## src/rtl/fp_round_pack.sv

```systemverilog
// Single-precision multiplier back end: normalizes the 48-bit significand product,
// rounds to nearest-even and packs the IEEE-754 result. Two pipeline stages with a valid/ready handshake.
module fp_round_pack (
  input  logic        clk,
  input  logic        resetn,
  input  logic        in_valid,
  output logic        in_ready,
  input  logic [31:0] in_fp1,
  input  logic [31:0] in_fp2,
  input  logic [47:0] in_mant,
  output logic        out_valid,
  input  logic        out_ready,
  output logic [31:0] out_result,
  output logic        out_overflow,
  output logic        out_underflow,
  output logic        out_invalid
);

  logic adv;

  // Stage 1 next-state (normalize + classify)
  logic              n1_sign, n1_guard, n1_sticky, n1_norm;
  logic [22:0]       n1_frac;
  logic signed [9:0] n1_exp;
  logic              n1_nan, n1_inf, n1_zero;

  // Stage 1 registers
  logic              s1_valid;
  logic              s1_sign, s1_guard, s1_sticky;
  logic [22:0]       s1_frac;
  logic signed [9:0] s1_exp;
  logic              s1_nan, s1_inf, s1_zero;

  // Stage 2 next-state (round + pack)
  logic              inc, carry;
  logic [22:0]       f2;
  logic signed [9:0] e2;
  logic [31:0]       n2_result;
  logic              n2_overflow, n2_underflow, n2_invalid;

  assign adv      = !out_valid || out_ready;
  assign in_ready = adv;

  always_comb begin
    logic [7:0] ea, eb;
    logic       a_zero, b_zero, a_inf, b_inf, a_nan, b_nan;
    // NOTE: every always_comb output gets a default first so no path leaves it unassigned (no latch).
    n1_sign   = in_fp1[31] ^ in_fp2[31];
    n1_norm   = in_mant[47];
    n1_frac   = in_mant[45:23];
    n1_guard  = in_mant[22];
    n1_sticky = |in_mant[21:0];
    if (in_mant[47]) begin
      n1_frac   = in_mant[46:24];
      n1_guard  = in_mant[23];
      n1_sticky = |in_mant[22:0];
    end
    ea = in_fp1[30:23];
    eb = in_fp2[30:23];
    n1_exp = $signed({2'b00, ea}) + $signed({2'b00, eb}) - 10'sd127
           + $signed({9'd0, n1_norm});
    // Denormal inputs are flushed: exponent 0 means zero regardless of fraction.
    a_zero = (ea == 8'd0);
    b_zero = (eb == 8'd0);
    a_inf  = (ea == 8'hFF) && (in_fp1[22:0] == 23'd0);
    b_inf  = (eb == 8'hFF) && (in_fp2[22:0] == 23'd0);
    a_nan  = (ea == 8'hFF) && (in_fp1[22:0] != 23'd0);
    b_nan  = (eb == 8'hFF) && (in_fp2[22:0] != 23'd0);
    n1_nan  = a_nan || b_nan || (a_inf && b_zero) || (b_inf && a_zero);
    n1_inf  = a_inf || b_inf;
    n1_zero = a_zero || b_zero;
  end

  always_comb begin
    inc          = s1_guard & (s1_sticky | s1_frac[0]);
    {carry, f2}  = {1'b0, s1_frac} + {23'd0, inc};
    e2           = s1_exp + $signed({9'd0, carry});
    n2_result    = {s1_sign, e2[7:0], f2};
    n2_overflow  = 1'b0;
    n2_underflow = 1'b0;
    n2_invalid   = 1'b0;
    if (s1_nan) begin
      n2_result  = 32'h7FC0_0000;
      n2_invalid = 1'b1;
    end else if (s1_inf) begin
      n2_result = {s1_sign, 8'hFF, 23'd0};
    end else if (s1_zero) begin
      n2_result = {s1_sign, 31'd0};
    end else if (e2 >= 10'sd255) begin
      n2_result   = {s1_sign, 8'hFF, 23'd0};
      n2_overflow = 1'b1;
    end else if (e2 <= 10'sd0) begin
      n2_result    = {s1_sign, 31'd0};
      n2_underflow = 1'b1;
    end
  end

  // NOTE: stage-1 payload is qualified by s1_valid, so it carries no reset; only control/output state does.
  always_ff @(posedge clk) begin
    if (adv) begin
      s1_sign   <= n1_sign;
      s1_frac   <= n1_frac;
      s1_guard  <= n1_guard;
      s1_sticky <= n1_sticky;
      s1_exp    <= n1_exp;
      s1_nan    <= n1_nan;
      s1_inf    <= n1_inf;
      s1_zero   <= n1_zero;
    end
  end

  // NOTE: state registers use non-blocking assignments so all of them sample pre-edge values.
  always_ff @(posedge clk or negedge resetn) begin
    if (!resetn) begin
      s1_valid      <= 1'b0;
      out_valid     <= 1'b0;
      out_result    <= 32'd0;
      out_overflow  <= 1'b0;
      out_underflow <= 1'b0;
      out_invalid   <= 1'b0;
    end else if (adv) begin
      s1_valid      <= in_valid;
      out_valid     <= s1_valid;
      out_result    <= n2_result;
      out_overflow  <= s1_valid && n2_overflow;
      out_underflow <= s1_valid && n2_underflow;
      out_invalid   <= s1_valid && n2_invalid;
    end
  end

endmodule
```

## config.mk

```make
export PLATFORM = sky130hd
export DESIGN_NAME = fp_round_pack
export DESIGN_NICKNAME = d
export VERILOG_FILES = /design/src/rtl/fp_round_pack.sv
export SDC_FILE = /design/constraint.sdc
export NUM_CORES = 1
export LEC_CHECK = 0
export CORE_MARGIN = 5
export CORE_UTILIZATION = 46
export CTS_CLUSTER_DIAMETER = 100
export DETAILED_ROUTE_END_ITERATION = 8
export PLACE_DENSITY = 0.81
export SYNTH_ARGS = -nofsm -noshare
export SYNTH_HDL_FRONTEND = slang
export SYNTH_SLANG_ARGS = --single-unit
```

## constraint.sdc

```tcl
create_clock -name clk -period 4.3 [get_ports clk]
set_input_delay 1.29 -clock clk [delete_from_list [all_inputs] [get_ports clk]]
set_output_delay 1.29 -clock clk [all_outputs]
set_load 0.01 [all_outputs]
```

# [After elaboration in Yosys (flattened, before gate mapping)]
# Cells that the tools add are included.
[classes] addsub=5 n_lt_le_gt_ge=2 eq_ne=2 n_mux=18 n_bitwise=3 reduce_logical=24
[ops] op="$mux W31" n=4
[ops] op="$logic_not A23 Y1" n=2
[ops] op="$reduce_bool A23 Y1" n=2
[ops] op="$mux W32" n=1
[ops] op="$add A23 B1 Y24" n=1
[ops] op="$mux W23" n=1
[ops] op="$reduce_or A23 Y1" n=1
[ops] op="$reduce_or A22 Y1" n=1
[ops] op="$add A10 B2 Y10" n=2
[ops] op="$eq A8 B8 Y1 const B" n=2
[ops] op="$logic_not A8 Y1" n=2
[ops] op="$mux W1" n=12
[ops] op="$ge A10 B9 Y1 const B" n=1
[ops] op="$le A10 B1 Y1 const B" n=1
[ops] op="$sub A9 B7 Y10 const B" n=1
[ops] op="$add A8 B8 Y9" n=1
[ops] op="$logic_and A1 B1 Y1" n=9
[ops] op="$logic_or A1 B1 Y1" n=6
[ops] op="$and A1 B1 Y1" n=1
[ops] op="$logic_not A1 Y1" n=1
[ops] op="$or A1 B1 Y1" n=1
[ops] op="$xor A1 B1 Y1" n=1
[word_totals] regBits=76 word_cells=68

# [Logic depth before layout (Yosys ltp)]
[depth] depth_word=11 mapped_depth=17 mapped_depth_nobuf=15

# [Least setup slack after synthesis]
# Ideal clock, no wire load.
[synth_path] kind="input-to-output" startpoint="in out_ready" endpoint="out in_ready" arrival_ps=2808 path_slack_ps=202 cell_stages=3 cell_sequence="nor2b_1 inv_1 clkbuf_1"
[synth_between] elab_chain_len=1
[synth_lines] item="start, declared" line="12" source="input logic out_ready,"
[synth_lines] item="$logic_or A1 B1 Y1" line="41" source="assign adv = !out_valid || out_ready;"
[synth_lines] item="end, declared" line="7" source="output logic in_ready,"
# Every way passes these cells.

# [Worst setup path in the final report]
[layout_path] startpoint="reg s1_frac[0]" endpoint="reg out_result[2]"
[layout_between] elab_chain_len=10 elab_cells_between_ends=11 cone_classes="2 x add/sub; 2 x order compare; 5 x mux; 2 x bitwise"
[layout_lines] item="start, declared" line="30" source="logic [22:0] s1_frac;"
[layout_lines] item="start signal, assigned" line="102" source="s1_frac <= n1_frac;"
[layout_lines] item="$or A1 B1 Y1" line="75" source="inc = s1_guard & (s1_sticky | s1_frac[0]);"
[layout_lines] item="$and A1 B1 Y1" line="75"
[layout_lines] item="$add A23 B1 Y24 (*)" line="76" source="{carry, f2} = {1'b0, s1_frac} + {23'd0, inc};"
[layout_lines] item="$add A10 B2 Y10" line="77" source="e2 = s1_exp + $signed({9'd0, carry});"
[layout_lines] item="$le A10 B1 Y1" line="92" source="end else if (e2 <= 10'sd0) begin"
[layout_lines] item="$mux W31" line="92"
[layout_lines] item="$mux W31 (*)" line="89" source="end else if (e2 >= 10'sd255) begin"
[layout_lines] item="$mux W31 (*)" line="87" source="end else if (s1_zero) begin"
[layout_lines] item="$mux W31 (*)" line="85" source="end else if (s1_inf) begin"
[layout_lines] item="$mux W32 (*)" line="82" source="if (s1_nan) begin"
[layout_lines] item="end signal, assigned" line="124" source="out_result <= n2_result;"
[layout_lines] item="end, declared" line="13" source="output logic [31:0] out_result,"
# Mark *: on every way between the ends. The rest lies on a longest branch, timed or not.
# A chain may end at the register's enable or synchronous reset.

==> impl_metrics.ini <==
[outcome]
status = finished, final reports clean

[logic_synthesis]
synth.area.top_cells = edfxtp_1, dfrtp_1, mux2_2
synth-edff-count = 39
yosysWarnings = 0
syn-num-nets = 555
yosys_most_used_dff = edfxtp_1
synth_cells = 418
syn-cell-area_um2 = 4450
synth_area_leader_cell = edfxtp_1
synth_top_area_frac = 0.263
yosysSeqAreaShare = 0.471
yosysUniqueCellTypes = 49
syn_area_per_cell_um2 = 10.7
synth.ff_latch_count = 76
async_flop_share = 0.487

[critical_path]
crit_cells = 16
crit_path_max_incr_delay_ns = 0.38
r2r_start = s1_frac[0]$_DFFE_PP_
worstPathCellList = o21a_1 > ha_1 > nand4_1 > nor3_1 > nand4_1 > nor2b_1 > and3_1 > ha_1 > ha_1 > and4_2 > xnor2_1 > a41o_1 > a31oi_4 > nand4_2 > buf_4 > o21ai_0
cp-startpoint = s1_frac[0]$_DFFE_PP_
worst_ep_arrival_time_ns = 4.07
slowest_stage = and4_2
crit_fanout = 22
worstPathRequired_ns = 4.50
cpMostUsedCell = ha_1
path_class = reg -> reg
cp-end-kind = register
reg2reg_depth = 16
crit_family = simple AND/OR/NAND/NOR gates
cp_num_buf_inv = 1
start_kind = register

[power]
finalPower_mw = 2.07
vdd.ir_drop.worst_mv = 0.136
p_per_area_nw_per_um2 = 329
p_leak_nw = 2.42

[sta]
finClkSkew_ns = 0.00922
finalSetupViolCount = 0
slew_headroom = 0.568
clock.fmax_mhz = 258
post-route-period-util = 0.900
worstMarginPinSlew_ns = 0.642
setup-tns-final_ns = 0
period_minus_slack_ns = 3.87
slew_violations = 0
hold_violations = 0
hold_ws_ns = 0.483
rsz0062_at_grt = false

[layout]
area_growth_pct = 41.2
final_nets = 709
layout_commonest_cell = clkdlybuf4s50_1
largest_register_ffs = 32
drive_gt1_frac = 0.132
largest_registers = out_result: 32 flops, s1_frac: 23 flops, s1_exp: 10 flops
layout_common_cells = clkdlybuf4s50_1, nand2_1, edfxtp_1
antenna_cells = 0
design_area_um2 = 6290
top_register = out_result

[job]
max_cap_viol_count = 0

[clock_network]
cts_buffer_depth = 2
clkLatencyLatePin_ns = 0.35
cts_root_buffer = clkbuf_8
post-cts-setup-buffer-count = 0
h-tree-depth = 3
cts_resized = 0
cts_hold_buf = 0
tritoncts = built
clock-sinks = 76
numCtsBuffers = 9
cts.clk_slew.worst_paths_ns = 0.08

[min_path]
hold_depth = 2
hp-class = reg -> reg
min_from = out_result[22]$_DFFE_PN0P_

[global_routing]
grt.overflow.total = 0
antenna_found_initial = 0
grt_pass1_vias = 3711
grt.total_usage = 0.186
grt_pass1_wl_mm = 17.2
grt_start_max_net_pins = 52

[placed_design]
detailed_place_hpwl_mm = 9.09
io_buffers = 152
placed_cell_area_um2 = 6110
gp_congestion = 0.850

[floorplanning]
num_rows = 36
start_util = 0.464
dieArea_um2 = 11700
core_area_um2 = 9590
fp.dieH_um = 108
die_width_um = 108
ios = 153

[detailed_routing]
vias = 3672
avgRoutedWirePerCell_um = 15.3
postRouteAntennaNets = 0
viasPerCell = 5.17
drc = 0
drt_iter0_drc = 124
wl_mm = 10.8
drt-pass1-iter-count = 6
-- layout make-up --
cell class | instances | area (um2)
clock inverters | 4 | 23.8
fillers | 770 | 3310
inverters | 16 | 60.1
well taps | 133 | 166
flip-flops and latches | 76 | 2100
repair buffers | 158 | 1570
multi-input cells | 311 | 2220
clock buffers | 12 | 155
-- worst reg2reg max path, stage by stage, from the launching register on --
cell      delay [ns]
edfxtp_1        0.36
o21a_1          0.12
ha_1            0.20
nand4_1         0.18
nor3_1          0.28
nand4_1         0.23
nor2b_1         0.22
and3_1          0.19
ha_1            0.18
ha_1            0.24
and4_2          0.38
xnor2_1         0.15
a41o_1          0.28
a31oi_4         0.11
nand4_2         0.11
buf_4           0.33
o21ai_0         0.18
-- path summary, 6_finish.rpt --
| kind | end | slack (ns) |
|---|---|---|
| min | out_result[22]$_DFFE_PN0P_ | 0.48 |
| min in group asynchronous | out_result[0]$_DFFE_PN0P_ | 1.36 |
| max in group asynchronous | out_result[31]$_DFFE_PN0P_ | 2.60 |
| min reg2reg | out_result[22]$_DFFE_PN0P_ | 0.48 |
| max reg2reg | out_result[2]$_DFFE_PN0P_ | 0.43 |
| max | out_result[2]$_DFFE_PN0P_ | 0.43 |
-- Yosys cell counts (9+ instances only) --
| cell type | number |
|---|---|
| dfrtp_1 | 37 |
| clkbuf_1 | 9 |
| nor4_1 | 20 |
| mux2_2 | 25 |
| o21ai_2 | 20 |
| inv_1 | 16 |
| nand2_1 | 53 |
| xnor2_1 | 19 |
| nand4_1 | 15 |
| xor2_1 | 15 |
| nor2b_1 | 9 |
| nand3_1 | 11 |
| o21ai_0 | 9 |
| edfxtp_1 | 39 |
| ha_1 | 20 |
| a21oi_1 | 17 |
| nor2_1 | 24 |
-- report_power, final --
part           total (mW)  leakage [nW]  switching, mW  internal, mW
logic               0.597          1.46          0.268         0.330
registers           0.986         0.869         0.0960         0.890
clock network       0.483        0.0927          0.243         0.239
-- metrics by stage --
stage,setup WS (ns),util,cells
3_5_place_dp,0.333,0.637,694
3_3_place_gp,0.443,0.637,694
6_report,0.430,0.655,710
2_1_floorplan,0.202,-,418
4_1_cts,0.328,0.655,710
5_1_grt,0.0483,0.655,710
-- logic make-up after synthesis --
group                    share of synthesized area
XOR/XNOR                                    0.0705
AND/OR/NAND/NOR                              0.185
buffers and inverters                       0.0317
adder cells (fa/ha/maj)                     0.0607
multiplexers                                0.0663
AO/OA/AOI/OAI                                0.114
flip-flops                                   0.471
-- layer usage --
layer | wire [um] | global-route usage | part of all wire | vias to the layer above
met5 | 0 | 0 | 0 | -
met4 | 95 | 0.0568 | 0.0088 | 0
met3 | 852 | 0.0388 | 0.079 | 7
met2 | 5480 | 0.324 | 0.51 | 134
met1 | 4410 | 0.232 | 0.41 | 1687
li1 | - | - | - | 1844
Note: power is estimated with default switching activity, not from simulation.
